--- config.mk ---
export PLATFORM = sky130hd
export DESIGN_NAME = rob_retire
export DESIGN_NICKNAME = d
export VERILOG_FILES = /design/src/rtl/rob_retire.sv
export SDC_FILE = /design/constraint.sdc
export NUM_CORES = 1
export LEC_CHECK = 0
export CORE_ASPECT_RATIO = 0.5
export CORE_UTILIZATION = 40
export DETAILED_ROUTE_END_ITERATION = 8
export HOLD_SLACK_MARGIN = 0.03
export PLACE_DENSITY = 0.55
export SETUP_SLACK_MARGIN = 0.5
export SLEW_MARGIN = 10
export SYNTH_ARGS = -nofsm -noshare
export SYNTH_HDL_FRONTEND = slang
export SYNTH_SLANG_ARGS = --single-unit
--- constraint.sdc ---
create_clock -name clk -period 3.8 [get_ports clk]
set_input_delay 1.14 -clock clk [delete_from_list [all_inputs] [get_ports clk]]
set_output_delay 1.14 -clock clk [all_outputs]
set_load 0.01 [all_outputs]
--- src/rtl/rob_retire.sv ---
// Dual-issue in-order reorder buffer: allocates up to 2 entries per cycle, completes out of order
// by tag, and retires up to 2 oldest completed entries onto registered register-file write ports.
module rob_retire #(
    parameter int unsigned DEPTH = 8,
    parameter int unsigned AW    = 3,
    parameter int unsigned DW    = 16,
    parameter int unsigned RW    = 3
) (
    input  logic          clk,
    input  logic          reset_n,
    input  logic          flush,
    input  logic          alloc_valid_0,
    input  logic [RW-1:0] alloc_rd_0,
    input  logic          alloc_valid_1,
    input  logic [RW-1:0] alloc_rd_1,
    output logic          alloc_ready,
    output logic [AW-1:0] alloc_tag_0,
    output logic [AW-1:0] alloc_tag_1,
    input  logic          cmpl_valid_0,
    input  logic [AW-1:0] cmpl_tag_0,
    input  logic [DW-1:0] cmpl_data_0,
    input  logic          cmpl_valid_1,
    input  logic [AW-1:0] cmpl_tag_1,
    input  logic [DW-1:0] cmpl_data_1,
    output logic [RW-1:0] wb_addr_0,
    output logic [DW-1:0] wb_data_0,
    output logic [RW-1:0] wb_addr_1,
    output logic [DW-1:0] wb_data_1,
    output logic [AW:0]   count,
    output logic          empty,
    output logic          full
);

    logic [AW-1:0]    head_q, head_d, tail_q, tail_d, head_nx;
    logic [AW:0]      count_q, count_d;
    logic [DEPTH-1:0] valid_q, valid_d, done_q, done_d;
    logic [RW-1:0]    rd_q   [DEPTH];
    logic [RW-1:0]    rd_d   [DEPTH];
    logic [DW-1:0]    data_q [DEPTH];
    logic [DW-1:0]    data_d [DEPTH];
    logic [RW-1:0]    wb_addr_0_q, wb_addr_0_d, wb_addr_1_q, wb_addr_1_d;
    logic [DW-1:0]    wb_data_0_q, wb_data_0_d, wb_data_1_q, wb_data_1_d;
    logic             acc0, acc1, ret0, ret1, same_dst;

    assign alloc_ready = (count_q <= (AW+1)'(DEPTH - 2));
    assign alloc_tag_0 = tail_q;
    assign alloc_tag_1 = tail_q + AW'(1);
    assign head_nx     = head_q + AW'(1);

    assign acc0     = alloc_valid_0 & alloc_ready;
    assign acc1     = acc0 & alloc_valid_1;
    assign ret0     = valid_q[head_q] & done_q[head_q];
    assign ret1     = ret0 & valid_q[head_nx] & done_q[head_nx];
    // Only the younger of two same-register retirements reaches the register file.
    assign same_dst = ret1 && (rd_q[head_q] == rd_q[head_nx]) && (rd_q[head_q] != '0);

    always_comb begin
        valid_d     = valid_q;
        done_d      = done_q;
        rd_d        = rd_q;
        data_d      = data_q;
        head_d      = head_q + AW'(ret0) + AW'(ret1);
        tail_d      = tail_q + AW'(acc0) + AW'(acc1);
        count_d     = count_q + (AW+1)'(acc0) + (AW+1)'(acc1) - (AW+1)'(ret0) - (AW+1)'(ret1);
        wb_addr_0_d = '0;
        wb_addr_1_d = '0;
        wb_data_0_d = wb_data_0_q;
        wb_data_1_d = wb_data_1_q;

        // Port 1 is applied last so it wins on a shared tag.
        if (cmpl_valid_0 && valid_q[cmpl_tag_0]) begin
            done_d[cmpl_tag_0] = 1'b1;
            data_d[cmpl_tag_0] = cmpl_data_0;
        end
        if (cmpl_valid_1 && valid_q[cmpl_tag_1]) begin
            done_d[cmpl_tag_1] = 1'b1;
            data_d[cmpl_tag_1] = cmpl_data_1;
        end

        if (ret0) begin
            valid_d[head_q] = 1'b0;
            done_d[head_q]  = 1'b0;
            if (!same_dst && rd_q[head_q] != '0) begin
                wb_addr_0_d = rd_q[head_q];
                wb_data_0_d = data_q[head_q];
            end
        end
        if (ret1) begin
            valid_d[head_nx] = 1'b0;
            done_d[head_nx]  = 1'b0;
            if (rd_q[head_nx] != '0) begin
                wb_addr_1_d = rd_q[head_nx];
                wb_data_1_d = data_q[head_nx];
            end
        end

        // Free space guarantees the tail slots are never the ones retiring.
        if (acc0) begin
            valid_d[tail_q] = 1'b1;
            done_d[tail_q]  = 1'b0;
            rd_d[tail_q]    = alloc_rd_0;
        end
        if (acc1) begin
            valid_d[alloc_tag_1] = 1'b1;
            done_d[alloc_tag_1]  = 1'b0;
            rd_d[alloc_tag_1]    = alloc_rd_1;
        end

        if (flush) begin
            valid_d     = '0;
            done_d      = '0;
            head_d      = '0;
            tail_d      = '0;
            count_d     = '0;
            wb_addr_0_d = '0;
            wb_addr_1_d = '0;
            wb_data_0_d = wb_data_0_q;
            wb_data_1_d = wb_data_1_q;
        end
    end

    always_ff @(posedge clk or negedge reset_n) begin
        if (!reset_n) begin
            head_q      <= '0;
            tail_q      <= '0;
            count_q     <= '0;
            valid_q     <= '0;
            done_q      <= '0;
            rd_q        <= '{default: '0};
            data_q      <= '{default: '0};
            wb_addr_0_q <= '0;
            wb_addr_1_q <= '0;
            wb_data_0_q <= '0;
            wb_data_1_q <= '0;
        end else begin
            head_q      <= head_d;
            tail_q      <= tail_d;
            count_q     <= count_d;
            valid_q     <= valid_d;
            done_q      <= done_d;
            rd_q        <= rd_d;
            data_q      <= data_d;
            wb_addr_0_q <= wb_addr_0_d;
            wb_addr_1_q <= wb_addr_1_d;
            wb_data_0_q <= wb_data_0_d;
            wb_data_1_q <= wb_data_1_d;
        end
    end

    assign wb_addr_0 = wb_addr_0_q;
    assign wb_addr_1 = wb_addr_1_q;
    assign wb_data_0 = wb_data_0_q;
    assign wb_data_1 = wb_data_1_q;
    assign count     = count_q;
    assign empty     = (count_q == '0);
    assign full      = (count_q == (AW+1)'(DEPTH));

endmodule

Yosys cells after proc, flatten, opt, wreduce, memory -nomap -nowiden

Cells that the tools add are included.
W data, S select, Z words.

Flip-flop bits (word level): 216
Input bits: 51
Output and inout port bits: 51
Logic and storage cells: 180

$add $sub $neg: 10
Magnitude comparators: 23
Equal/unequal tests: 2
Multiplexer cells: 73
Bitwise operators: 26
Reductions and logical operators: 21

Operators by type and width:

| operator             | number |
|---|---|
| $bwmux W128          | 2 |
| $mux W128            | 2 |
| $bmux W16 S3         | 2 |
| $demux W16 S3        | 2 |
| $mux W16             | 6 |
| $mux W8              | 12 |
| $and A8 B8 Y8        | 6 |
| $bwmux W24           | 2 |
| $mux W24             | 2 |
| $mux W3              | 14 |
| $not A8 Y8           | 4 |
| $or A8 B8 Y8         | 4 |
| $ge A4 B4 Y1 const B | 6 |
| $lt A3 B4 Y1 const B | 6 |
| $not A3 Y4           | 6 |
| $bmux W1 S3          | 6 |
| $bmux W3 S3          | 2 |
| $demux W1 S3         | 6 |
| $demux W3 S3         | 2 |
| $ge A3 B1 Y1 const B | 6 |
| $lt A4 B1 Y1 const B | 4 |
| $logic_and A1 B1 Y1  | 15 |
| $add A3 B1 Y3        | 4 |
| $mux W1              | 12 |
| other kinds (13)     | 22 |

Depth between registers and ports, before layout

Depth after elaboration: 17
Mapped depth: 17
Depth with buffers taken out: 15

Least setup slack after synthesis

Ideal clock, no wire load.

Path type: reg-to-reg
Start point: register head_q[1]
End point: register count_q[3] (netlist: count[3])
Library setup time: 0.132 ns
Arrival: 3.198 ns
Data required time: 3.668 ns
Setup slack: 0.470 ns
Cell stages (with the launch flop): 17
Path buffers: 2
Period minus slack after synthesis: 3.330 ns
Path through: dfrtp_1 -> buf_4 -> mux4_2 -> nor2_1 -> or3_1 -> clkbuf_1 -> inv_1 -> and2_1 -> ha_1 -> inv_1 -> fa_1 -> inv_1 -> ha_1 -> inv_1 -> fa_1 -> xnor2_1 -> nor2_1

Longest elaborated chain between the ends: 7

Ends and longest elaborated chain:

| item                                                                  | line   | text |
|---|---|---|
| start: declaration                                                    | 34     | `logic [AW-1:0] head_q, head_d, tail_q, tail_d, head_nx;` |
| start signal: assignment                                              | 124    | `head_q <= '0;` |
| start signal: assignment                                              | 136    | `head_q <= head_d;` |
| $add A3 B1 Y3 / $bmux W1 S3 (equally long branches)                   | 48, 52 |  |
| $bmux W1 S3 / $mux W1 (equally long branches)                         | 53, 52 |  |
| $mux W1 (implied by the code) / $and A1 B1 Y1 (equally long branches) | 53, 52 |  |
| $and A1 B1 Y1 (2 in a row)                                            | 53     | `assign ret1 = ret0 & valid_q[head_nx] & done_q[head_nx];` |
| $sub A4 B1 Y4 (*)                                                     | 64     | `count_d = count_q + (AW+1)'(acc0) + (AW+1)'(acc1) - (AW+1)'(ret0) - (AW+1)'(ret1);` |
| $mux W4 (*)                                                           | 109    | `if (flush) begin` |
| named net count_d[3]                                                  | 35     | `logic [AW:0] count_q, count_d;` |
| end signal: assignment                                                | 138    | `count_q <= count_d;` |
| end: declaration                                                      | 35     |  |

The timed path passes the listed nets; every way through them passes the cells marked *. The select of a mux whose other input is x is not followed.
A chain may end at the register's enable or synchronous reset.

Worst setup path after layout

Start point: register tail_q[1] (netlist: alloc_tag_0[1])
End point: output port alloc_tag_1[2]

Longest elaborated chain between the ends: 1

Ends and longest elaborated chain:

| item                     | line | text |
|---|---|---|
| start: declaration       | 34   |  |
| start signal: assignment | 137  | `tail_q <= tail_d;` |
| $add A3 B1 Y3            | 47   | `assign alloc_tag_1 = tail_q + AW'(1);` |
| end: declaration         | 18   | `output logic [AW-1:0] alloc_tag_1,` |

No other way between the ends.

==> results.md <==
- Outcome: finished, final reports clean
- Clock latency on the worst-skew pair: 0.54 ns
- Placer Congestion: 0.837
- Maximum fanout along the worst path: 9
- Nature of the critical path endpoint: output pin
- Die Wd: 255 um
- Count of antenna-violating nets left after detailed routing: 0
- Critical path data required time: 2.66 ns
- Most used flip-flop cell after synthesis: sky130_fd_sc_hd__dfrtp_1
- Vias in the first global route: 10100
- Part of the cycle the worst path needs: 0.860
- Arrival time at the worst endpoint: between 2 and 2.5 ns
- Number of DRC violations after detailed-routing iteration 0: 907
- Routed via count: between 10000 and 15000
- CTS clk-pin slew, worst paths: 0.06 ns
- I/O pin count: 102
- Setup CP Type: flop to output pin
- Core region area: a little over 30000 sq um
- Asr flop ratio synth: 1.00
- Number of enable-type register cells in the synthesized netlist: 0
- Effective utilization at floorplan: 0.415
- Final clock skew: 0.0126 ns
- Endpoints failing hold: 0
- Initial antenna violation count: 1
- Startpoint kind of the worst setup timing path: flop
- First-pass GRT wire length: 61100 um
- RSZ-0062 raised after global routing: yes
- Leftover overflow at the end of global routing: 0
- CTS tree: built
- Clock tree sinks: 216
- Finish-stage setup viols: 0
- Hold Crit Class: flop to flop
- Relative max-transition margin: 0.248
- Top area cells in the synthesized netlist: sky130_fd_sc_hd__dfrtp_1, sky130_fd_sc_hd__mux2i_1, sky130_fd_sc_hd__mux4_2
- Num CTS Buffers: 23
- Fmax: 306 MHz
- Die Span Y: 129 um
- Post-route worst hold slack: a little over 0.5 ns
- Count of input and output buffers: 101
- Area of all sequential standard cells: between 5000 and 6000 sq um
- Share of the synthesized area in the top cell type: 0.422
- Cell count after synthesis: 1265
- Setup slack, reg-to-reg: 0.67 ns
- Clock tree buffer depth: 3
- Transition time of the tightest slew-check pin: about 1.1 ns
- Cell Pwr Density: between 500 and 600 nW/um^2
- Cell variety after synth: 56
- Tmin final: 3.27 ns
- Clock Root Buffer: sky130_fd_sc_hd__clkbuf_16
- Syn. warnings: 0
- CTS HTree Levels: 1
- Count of unresolved DRC violations after routing: 0
- Max-slew violation total from the final report: 0
- Largest voltage drop on the vdd net: 0.000318 V
- DRT Pass-1 Iters: 5
- Vias per std cell: 5.68
- Number of flip-flops and latches in the synthesized netlist: ~220
- Post-synthesis average cell area: 10.1 sq um
- Number of nets at the end of the flow: 1391
- Net count after synthesis: 1330
- Setup Total Neg Slack: 0 ns
- Synthesis-to-finish area growth: 18.6%
- All-Layer GR Usage: 0.246
- Core utilization of the finished layout: 0.492
- Std-Cell Rows: 45
- Share of cells above drive strength 1: 0.164
- Synth area leader: sky130_fd_sc_hd__dfrtp_1
- Sequential fraction of the synthesis area: 0.422
- Number of buffers inserted for hold repair after clock tree synthesis: 0
- Total leakage power: 7.39 nW
- Netlist Area Pre-Place: approximately 13000 sq um
- Largest net degree at the start of global routing: 81
- Routed wire length per instance: roughly 22 um
- HPWL after DPL: 24600 um
- Layout fillers: 2838
- Total detailed-routing wirelength: between 30000 and 40000 um
- Number of maximum-capacitance violations: 0
- Footprint of the multi-input gates: 6890 sq um
- Floorplan die area: 32800 sq um
- Final Power: between 8 and 9 mW
## metrics by stage
stage | worst slack [ns] | instance area, sq um | std cells
floorplan | 0.550 | 12800 | 1265
global placement | 0.405 | 14200 | 1712
detailed placement | 0.396 | 14200 | 1712
CTS | 0.492 | 15100 | 1755
global route | 0.435 | 15200 | 1766
finish | 0.532 | 15200 | 1766
## final timing paths
kind	end	start	depth (start not counted)
worst max-delay path	alloc_tag_1[2]	alloc_tag_0[1]	4
worst min-delay path	wb_data_0[2]	wb_data_0[2]	1
worst max register to register	count[3]	done_q[7]	15
worst min register to register	wb_data_0[2]	wb_data_0[2]	1
max in group asynchronous	data_q[77]	reset_n	2
min in group asynchronous	count[1]	reset_n	1
## cell families after synthesis
family | Yosys count | share of synthesized area
AOI/OAI and AO/OA | 238 | 0.106
xor gates and xnor gates | 8 | 0.00693
adders and majority gates | 14 | 0.0160
buffers and inverters | 138 | 0.0445
DFF | 216 | 0.422
muxes | 272 | 0.278
and+or+nand+nor | 379 | 0.127
## critical path: stages (launching register included)
cell	delay [ns]
sky130_fd_sc_hd__dfrtp_2	0.48
sky130_fd_sc_hd__ha_1	0.24
sky130_fd_sc_hd__xnor2_2	0.17
sky130_fd_sc_hd__inv_2	0.14
sky130_fd_sc_hd__clkdlybuf4s50_1	0.56
## placed cells by master, fill, tap and decap left out, types with 4 or more instances in the layout
| cell | instances |
|---|---|
| sky130_fd_sc_hd__nand4_1 | 10 |
| sky130_fd_sc_hd__nor2_1 | 182 |
| sky130_fd_sc_hd__bufinv_16 | 4 |
| sky130_fd_sc_hd__clkbuf_16 | 23 |
| sky130_fd_sc_hd__a22o_1 | 4 |
| sky130_fd_sc_hd__fa_1 | 4 |
| sky130_fd_sc_hd__clkdlybuf4s50_1 | 100 |
| sky130_fd_sc_hd__nor4_1 | 4 |
| sky130_fd_sc_hd__clkbuf_8 | 9 |
| sky130_fd_sc_hd__and3_1 | 10 |
| sky130_fd_sc_hd__nand3_1 | 18 |
| sky130_fd_sc_hd__inv_1 | 17 |
| sky130_fd_sc_hd__dfrtp_2 | 5 |
| sky130_fd_sc_hd__dfrtp_1 | 210 |
| sky130_fd_sc_hd__mux4_2 | 57 |
| sky130_fd_sc_hd__nor2b_1 | 14 |
| sky130_fd_sc_hd__and2_1 | 8 |
| sky130_fd_sc_hd__a31oi_1 | 8 |
| sky130_fd_sc_hd__a221oi_1 | 13 |
| sky130_fd_sc_hd__buf_4 | 49 |
| sky130_fd_sc_hd__a21oi_1 | 156 |
| sky130_fd_sc_hd__o21ai_0 | 32 |
| sky130_fd_sc_hd__mux2_4 | 10 |
| sky130_fd_sc_hd__mux2i_1 | 168 |
| sky130_fd_sc_hd__ha_1 | 9 |
| sky130_fd_sc_hd__nand2_1 | 112 |
| sky130_fd_sc_hd__mux2_2 | 34 |
| sky130_fd_sc_hd__nor3_1 | 7 |
| sky130_fd_sc_hd__xnor2_1 | 6 |
## flip-flops by register name, indices dropped and copies added, names as in the netlist
signal / count
valid_q: 8
alloc_tag_0: 3
data_q: 128
done_q: 8
count: 4
wb_data_0: 16
wb_addr_1: 3
rd_q: 24
wb_addr_0: 3
wb_data_1: 16
head_q: 3
## repair_timing
item	4_1_cts	5_1_grt
pin swaps	0	0
gates cloned	0	0
gates resized for setup	4	7
setup buffers	2	10
endpoints found under the setup margin	3	4
## synthesized netlist by cell type (all sizes together), types with 10 or more instances
cell / n
dfrtp: 216
o21ai: 32
a221oi: 13
nand3: 18
nand4: 10
clkbuf: 84
mux2: 44
a21oi: 156
mux4: 59
nand2: 112
mux2i: 169
nor2: 184
inv: 20
nor2b: 14
ha: 10
buf: 34
and3: 10
## power by group
group | switching, mW | leakage, nW | total, mW | internal [mW]
clock | 0.984 | 0.422 | 2.54 | 1.55
sequential | 0.602 | 2.82 | 3.63 | 3.02
combinational | 1.23 | 4.15 | 2.81 | 1.58
## area by class of cell
cell class                      count  share of cell area
Antenna cell                        1            0.000165
Clock inverter                      8             0.00946
Tap cell                          423              0.0348
Multi-Input combinational cell    911               0.453
Clock buffer                       33              0.0462
Inverter                           20             0.00494
Sequential cell                   216               0.356
Timing Repair Buffer              154              0.0957
## metal layers
layer	GRT usage	up-vias	part of all wire
li1	-	4629	-
met1	0.359	5015	0.47
met2	0.385	319	0.45
met3	0.0403	60	0.063
met4	0.0549	0	0.020
met5	0	-	0
Power figures use the tool's default switching activity.
